==> src/rtl/bcd_display_scanner_pkg.sv <==
// Shared BCD definitions for the display path: digit type, largest legal
// code and a validity check. The 7-seg decoder and the ADC result counter
// import this same package so all three agree on what a digit is.
package display_pkg;

  typedef logic [3:0] bcd_digit_t;

  localparam bcd_digit_t BCD_MAX = 4'd9;

  // True when the nibble is a decimal digit (0..9).
  function automatic logic is_bcd(bcd_digit_t d);
    return (d <= BCD_MAX);
  endfunction

endpackage

==> src/rtl/bcd_display_scanner_if.sv <==
// Bundle between the ADC result latch / display consumer and the digit
// scanner. The master side loads new results and observes the scan outputs;
// the slave side is the scanner itself.
interface bcd_display_scanner_if #(
  parameter int N_DIGITS = 4
);

  logic                    load;
  logic [4*N_DIGITS-1:0]   digits_in;
  logic [3:0]              bcd_out;
  logic [N_DIGITS-1:0]     digit_en;
  logic                    frame_done;
  logic                    pending;

  modport master (
    output load, digits_in,
    input  bcd_out, digit_en, frame_done, pending
  );

  modport slave (
    input  load, digits_in,
    output bcd_out, digit_en, frame_done, pending
  );

endinterface

==> src/rtl/bcd_display_scanner_tick.sv <==
// Slot prescaler for the digit scanner: counts 0..DIV-1 and flags the last
// count of each slot so the scanner can advance to the next digit.
module scan_tick_gen #(
  parameter int DIV = 1000,
  localparam int CW = (DIV > 1) ? $clog2(DIV) : 1
) (
  input  logic          clk,
  input  logic          rst,
  output logic [CW-1:0] count,
  output logic          tick
);

  // Last cycle of the slot; the counter wraps on the following edge.
  assign tick = (count == CW'(DIV - 1));

  // Free-running slot counter that restarts at zero after each tick.
  always_ff @(posedge clk or posedge rst) begin
    if (rst) begin
      count <= '0;
    end else begin
      count <= tick ? '0 : count + CW'(1);
    end
  end

endmodule

==> src/rtl/bcd_display_scanner.sv <==
// Multiplexed BCD display scanner. One digit slot at a time is presented on
// bcd_out with its common-electrode enable, after a short all-off blanking
// window at the start of each slot to avoid ghosting. New results land in a
// shadow register and are copied to the display register only when a frame
// wraps, so a frame never mixes old and new digits.
// Optional feature macro: LEADING_ZERO_BLANK_EN (suppress leading zeros on
// digits above digit 0, evaluated on the displayed value).
module bcd_display_scanner
  import display_pkg::*;
#(
  parameter int N_DIGITS      = 4,
  parameter int SCAN_DIV      = 1000,
  parameter int BLANK_CYCLES  = 2,
  parameter int EN_ACTIVE_LOW = 0
) (
  input  logic               clk,
  input  logic               rst,
  bcd_display_scanner_if.slave bus
);

  localparam int CW = (SCAN_DIV > 1) ? $clog2(SCAN_DIV) : 1;
  localparam int IW = $clog2(N_DIGITS);
  localparam logic [N_DIGITS-1:0] EN_OFF =
    (EN_ACTIVE_LOW != 0) ? {N_DIGITS{1'b1}} : {N_DIGITS{1'b0}};

  logic [CW-1:0]           cnt;
  logic [CW-1:0]           cnt_next;
  logic                    tick;
  logic                    wrap;
  logic [IW-1:0]           idx;
  logic [IW-1:0]           idx_next;
  logic [4*N_DIGITS-1:0]   shadow;
  logic [4*N_DIGITS-1:0]   display;
  logic [4*N_DIGITS-1:0]   display_next;
  logic                    pending_r;
  logic [N_DIGITS-1:0]     lit_mask;
  bcd_digit_t              cur_digit;
  logic                    slot_on;
  logic [3:0]              bcd_next;
  logic [N_DIGITS-1:0]     en_next;
  logic [3:0]              bcd_r;
  logic [N_DIGITS-1:0]     en_r;
  logic                    frame_r;

  scan_tick_gen #(.DIV(SCAN_DIV)) u_tick (
    .clk   (clk),
    .rst   (rst),
    .count (cnt),
    .tick  (tick)
  );

  assign wrap = tick && (idx == IW'(N_DIGITS - 1));

  // Next prescaler/slot/display values, so the registered outputs line up
  // with the state they describe instead of lagging it by a cycle.
  always_comb begin
    cnt_next     = tick ? '0 : cnt + CW'(1);
    idx_next     = idx;
    display_next = display;
    if (tick) begin
      idx_next = wrap ? '0 : idx + IW'(1);
    end
    if (wrap && pending_r) begin
      display_next = shadow;
    end
  end

  // Which digits may light at all; with leading-zero blanking a zero digit
  // is dark when every digit above it is also zero. Digit 0 always lights.
  always_comb begin
    lit_mask = '1;
`ifdef LEADING_ZERO_BLANK_EN
    begin : lzb
      logic higher_zero;
      higher_zero = 1'b1;
      for (int k = N_DIGITS - 1; k >= 1; k--) begin
        higher_zero = higher_zero && (display_next[4*k +: 4] == 4'd0);
        lit_mask[k] = !higher_zero;
      end
    end
`endif
  end

  // Select the slot's digit, squash non-BCD codes to 0 and build the
  // one-hot enable, held off during the blanking window and for bad digits.
  always_comb begin
    cur_digit = '0;
    for (int k = 0; k < N_DIGITS; k++) begin
      if (idx_next == IW'(k)) begin
        cur_digit = display_next[4*k +: 4];
      end
    end
    slot_on  = (cnt_next >= CW'(BLANK_CYCLES)) && is_bcd(cur_digit);
    bcd_next = is_bcd(cur_digit) ? cur_digit : 4'd0;
    en_next  = '0;
    for (int k = 0; k < N_DIGITS; k++) begin
      en_next[k] = slot_on && (idx_next == IW'(k)) && lit_mask[k];
    end
  end

  // Scan position, double-buffered digit registers and the pending flag;
  // a load coinciding with a frame wrap keeps pending set for the new value.
  always_ff @(posedge clk or posedge rst) begin
    if (rst) begin
      idx       <= '0;
      shadow    <= '0;
      display   <= '0;
      pending_r <= 1'b0;
    end else begin
      idx     <= idx_next;
      display <= display_next;
      if (bus.load) begin
        shadow <= bus.digits_in;
      end
      pending_r <= bus.load ? 1'b1 : (wrap ? 1'b0 : pending_r);
    end
  end

  // Registered display outputs with driver polarity applied.
  always_ff @(posedge clk or posedge rst) begin
    if (rst) begin
      bcd_r   <= '0;
      en_r    <= EN_OFF;
      frame_r <= 1'b0;
    end else begin
      bcd_r   <= bcd_next;
      en_r    <= en_next ^ EN_OFF;
      frame_r <= wrap;
    end
  end

  assign bus.bcd_out    = bcd_r;
  assign bus.digit_en   = en_r;
  assign bus.frame_done = frame_r;
  assign bus.pending    = pending_r;

endmodule

==> src/flat_wrapper.sv <==
// flat-port wrapper written by rule: the top's interface ports become plain ports
module bcd_display_scanner_flat import display_pkg::*;
#(
  parameter int N_DIGITS      = 4,
  parameter int SCAN_DIV      = 1000,
  parameter int BLANK_CYCLES  = 2,
  parameter int EN_ACTIVE_LOW = 0
)
  (clk, rst, bus_load, bus_digits_in, bus_bcd_out, bus_digit_en, bus_frame_done, bus_pending);
  bcd_display_scanner_if #(.N_DIGITS(N_DIGITS)) bus_i ();
  input  logic clk;
  input  logic rst;
  input wire logic [$bits(bus_i.load)-1:0] bus_load;
  input wire logic [$bits(bus_i.digits_in)-1:0] bus_digits_in;
  output wire logic [$bits(bus_i.bcd_out)-1:0] bus_bcd_out;
  output wire logic [$bits(bus_i.digit_en)-1:0] bus_digit_en;
  output wire logic [$bits(bus_i.frame_done)-1:0] bus_frame_done;
  output wire logic [$bits(bus_i.pending)-1:0] bus_pending;
  assign bus_i.load = bus_load;
  assign bus_i.digits_in = bus_digits_in;
  assign bus_bcd_out = bus_i.bcd_out;
  assign bus_digit_en = bus_i.digit_en;
  assign bus_frame_done = bus_i.frame_done;
  assign bus_pending = bus_i.pending;
  bcd_display_scanner #(.N_DIGITS(N_DIGITS), .SCAN_DIV(SCAN_DIV), .BLANK_CYCLES(BLANK_CYCLES), .EN_ACTIVE_LOW(EN_ACTIVE_LOW)) u_core (.clk(clk), .rst(rst), .bus(bus_i));
endmodule
==> config.mk <==
export PLATFORM = sky130hd
export DESIGN_NAME = bcd_display_scanner_flat
export DESIGN_NICKNAME = d
export VERILOG_FILES = /design/src/rtl/bcd_display_scanner_pkg.sv /design/src/rtl/bcd_display_scanner_if.sv /design/src/rtl/bcd_display_scanner_tick.sv /design/src/rtl/bcd_display_scanner.sv /design/src/flat_wrapper.sv
export SDC_FILE = /design/constraint.sdc
export NUM_CORES = 1
export LEC_CHECK = 0
export ABC_AREA = 1
export BUFFER_PORTS_ARGS = -buffer_cell sky130_fd_sc_hd__buf_2
export CAP_MARGIN = 25
export CORE_MARGIN = 10
export CORE_UTILIZATION = 50
export CTS_CLUSTER_SIZE = 28
export DETAILED_ROUTE_END_ITERATION = 10
export PLACE_DENSITY = 0.71
export SLEW_MARGIN = 20
export SYNTH_ARGS = -nofsm -noshare
export SYNTH_HDL_FRONTEND = slang
export SYNTH_SLANG_ARGS = --single-unit
==> constraint.sdc <==
create_clock -name clk -period 3.37 [get_ports clk]
set_input_delay 0.337 -clock clk [delete_from_list [all_inputs] [get_ports clk]]
set_output_delay 0.337 -clock clk [all_outputs]
set_load 0.01 [all_outputs]
==> impl_metrics.py <==
metrics = {
    "outcome": {
        "status": "finished, final reports clean",
    },
    "timing": {
        "maxClockFrequency_ghz": 0.461,
        "final_cycle_share": 0.643,
        "setup_slack_ns": 1.20,
        "relSlewSlack": 0.635,
        "clock-skew-final_ns": 0.0101,
        "max_slew.worst_pin.slew_ns": 0.547,
        "final.setup.tns_ns": 0,
        "min_period_ns": 2.17,
        "setup_viol": 0,
        "final-hold-violation-count": 0,
        "grt_setup_unrepaired": "no",
        "final-max-slew-violation-count": 0,
    },
    "route": {
        "final_wl_mm": 4.83,
        "wire_length_per_cell_after_detailed_routing_um": 12.3,
        "first_pass_drt_iterations": 4,
        "detail_route.iter0.violations": 123,
        "drc": 0,
        "viasPerCell": 4.77,
        "num_vias": 1876,
        "detail-route-antenna-nets": 0,
    },
    "clock_tree": {
        "clock_tree_from_tritoncts": "done",
        "numCtsBuffers": 5,
        "clock_transition_at_path_regs_ns": 0.09,
        "post_cts.resized_instances": 0,
        "clock_latency_ns": 0.31,
        "clock_sinks": 54,
        "cts-htree-levels": 2,
        "cts_setup_buffers": 0,
        "cell_at_the_root_of_the_clock_tree": "clkbuf_8",
        "cts_hold_repair.buffers": 0,
        "cts_buffer_depth": 2,
    },
    "global_routing": {
        "first_global_vias": 1838,
        "grt_first_pass_wirelength_mm": 8.58,
        "grt_remaining_overflow": 0,
        "maximum_number_of_pins_on_one_net_before_global_route_repair": 29,
        "number_of_antenna_violations_at_the_first_check_in_global_routing": 0,
        "grt_use_total": 0.122,
    },
    "critical_path": {
        "path_max_fanout": 14,
        "reg2reg_depth": 11,
        "critical_path_class": "flip-flop to flip-flop",
        "crit_path_start_kind": "flip-flop",
        "rr_startpoint": "u_core.u_tick.count[0]$_DFF_PP0_",
        "critical_path.endpoint_type": "flip-flop",
        "critPathArrivalTime_ns": 2.40,
        "r2r_end": "u_core.bus.digit_en[3]$_DFF_PP0_",
        "critPathRequiredTime_ns": 3.60,
        "timing.reg2reg.setup_slack_ns": 1.20,
    },
    "place": {
        "dp.final_hpwl_mm": 3.68,
        "placement.setup.worst_slack_ns": 1.23,
        "numPlacedInstances": 385,
        "gpl.final_weighted_congestion": 0.941,
        "buffers_on_ports": 28,
    },
    "power_and_ir_drop": {
        "p_leak_nw": 1.57,
        "ir_drop_uv": 314,
        "cellPowerDensity_nw_per_um2": 407,
    },
    "floorplanning": {
        "core_area_um2": 4790,
        "initial_core_util": 0.526,
        "top_level_ports": 29,
        "fp.dieW_um": 90.9,
        "std_cell_rows": 25,
        "overall_die_area_um2": 8270,
        "die_h_um": 90.9,
    },
    "final_layout": {
        "areaGrowthSynthToFinish_pct": 12.6,
        "ff_latch_area_um2": 1350,
        "final_nets": 346,
        "post_layout_nonfiller_instances": 393,
        "fillerInstances": 435,
        "mostFrequentLayoutCell": "nand2_1",
        "final_layout_size_suffix_gt1_frac": 0.206,
        "final_util": 0.592,
        "multi_input_area_um2": 972,
        "top_library_cells_by_usage_in_the_layout_fill_and_taps_aside": "nand2_1, dfrtp_1, inv_1",
        "antenna-diode-count": 0,
    },
    "synthesis": {
        "post_synth_top_area_cell": "dfrtp_1",
        "synth-seq-cells": 54,
        "synth_sequential_area_ratio": 0.537,
        "synth_flop_cell": "dfrtp_1",
        "synth_cell_types": 25,
        "netlist.area_leader.share": 0.537,
        "netlist_instances": 294,
        "synthesis.area_per_instance_um2": 8.56,
        "synthesis.nets": 315,
        "async_flop_share": 1.00,
        "yosys_warnings": 0,
        "synth.area.top_cells": "dfrtp_1, nand2_1, inv_1",
        "syn_area_um2": 2520,
        "synth-edff-count": 0,
    },
    "hold_path": {
        "holdCritPathClass": "input port to asynchronous set/reset pin",
    },
    "job": {
        "cap_viol_max_count": 0,
    },
}
[state kept, by name, indices dropped and copies added (netlist names)]
| register | flops |
|---|---|
| u_core.bus.bcd_out | 4 |
| u_core.bus.digit_en | 4 |
| u_core.bus.frame_done | 1 |
| u_core.bus.pending | 1 |
| u_core.display | 16 |
| u_core.idx | 2 |
| u_core.shadow | 16 |
| u_core.u_tick.count | 10 |
[cell type report]
| cell class | instances | share of cell area |
|---|---|---|
| Clock inverter | 3 | 0.0155 |
| Tap cell | 67 | 0.0296 |
| Sequential cell | 54 | 0.477 |
| Timing Repair Buffer | 29 | 0.0521 |
| Multi-Input combinational cell | 191 | 0.343 |
| Clock buffer | 5 | 0.0243 |
| Inverter | 44 | 0.0583 |
[logic make-up (layout without fill, tap and decap cells)]
kind of cell / Yosys count / count (layout) / share of synthesized area
buf+inv: 49 / 81 / 0.0766
flops: 54 / 54 / 0.537
fa+ha+maj: 2 / 2 / 0.00994
compound gates: 27 / 27 / 0.0537
simple gates: 162 / 162 / 0.323
[routing by layer]
layer,wire (µm),track usage
met1,2490,0.175
met2,2060,0.177
met3,228,0.0313
met4,39,0.0313
met5,0,0
[how the worst max path moves through the flow]
stage	cells after the start	from	end	slack, ns
floorplan	14	u_core.u_tick.count[0]$_DFF_PP0_	u_core.bus.digit_en[3]$_DFF_PP0_	1.57
global placement	11	u_core.u_tick.count[0]$_DFF_PP0_	u_core.bus.digit_en[2]$_DFF_PP0_	1.33
detailed placement	11	u_core.u_tick.count[0]$_DFF_PP0_	u_core.bus.digit_en[3]$_DFF_PP0_	1.23
CTS	11	u_core.u_tick.count[0]$_DFF_PP0_	u_core.bus.digit_en[3]$_DFF_PP0_	1.21
global route	13	u_core.u_tick.count[0]$_DFF_PP0_	u_core.bus.digit_en[3]$_DFF_PP0_	0.96
finish	11	u_core.u_tick.count[0]$_DFF_PP0_	u_core.bus.digit_en[3]$_DFF_PP0_	1.20
[critical path, stage by stage, from the launching register on]
cell	delay (ns)
dfrtp_1	0.41
ha_1	0.22
nand3_1	0.10
nor2_2	0.16
nand4_2	0.32
o21ai_1	0.38
nand2_1	0.08
nand2_1	0.10
nand2_2	0.08
nand2_2	0.07
nand2_2	0.06
nor2_1	0.10
[report_power, final]
part	leakage (nW)	internal, mW	switching [mW]
Clock	0.0585	0.223	0.212
Combinational	0.806	0.0158	0.0309
Sequential	0.701	0.664	0.00701
Total	1.57	0.903	0.250
[stage by stage]
step	total power, mW	hold slack (ns)	area, µm²
after CTS	1.17	0.0882	2830
after detailed placement	0.733	0.425	2720
after global routing	1.21	0.117	2830
final	1.15	0.0660	2830
after global placement	0.731	0.418	2720
after floorplan	0.712	0.438	2520
[Yosys cell counts, types with 2 or more instances]
library cell / count
nand2_1: 83
dfrtp_1: 54
inv_1: 42
nor2_1: 20
o21ai_0: 19
nand3_1: 18
nand2_2: 10
nand4_1: 6
a21oi_1: 5
nand2_4: 4
nor2_2: 4
nor2_4: 4
nor3_1: 4
clkbuf_1: 3
nand3b_1: 3
o21ai_1: 3
ha_1: 2
inv_2: 2
nand3_2: 2
Note: power is estimated with default switching activity, not from simulation.
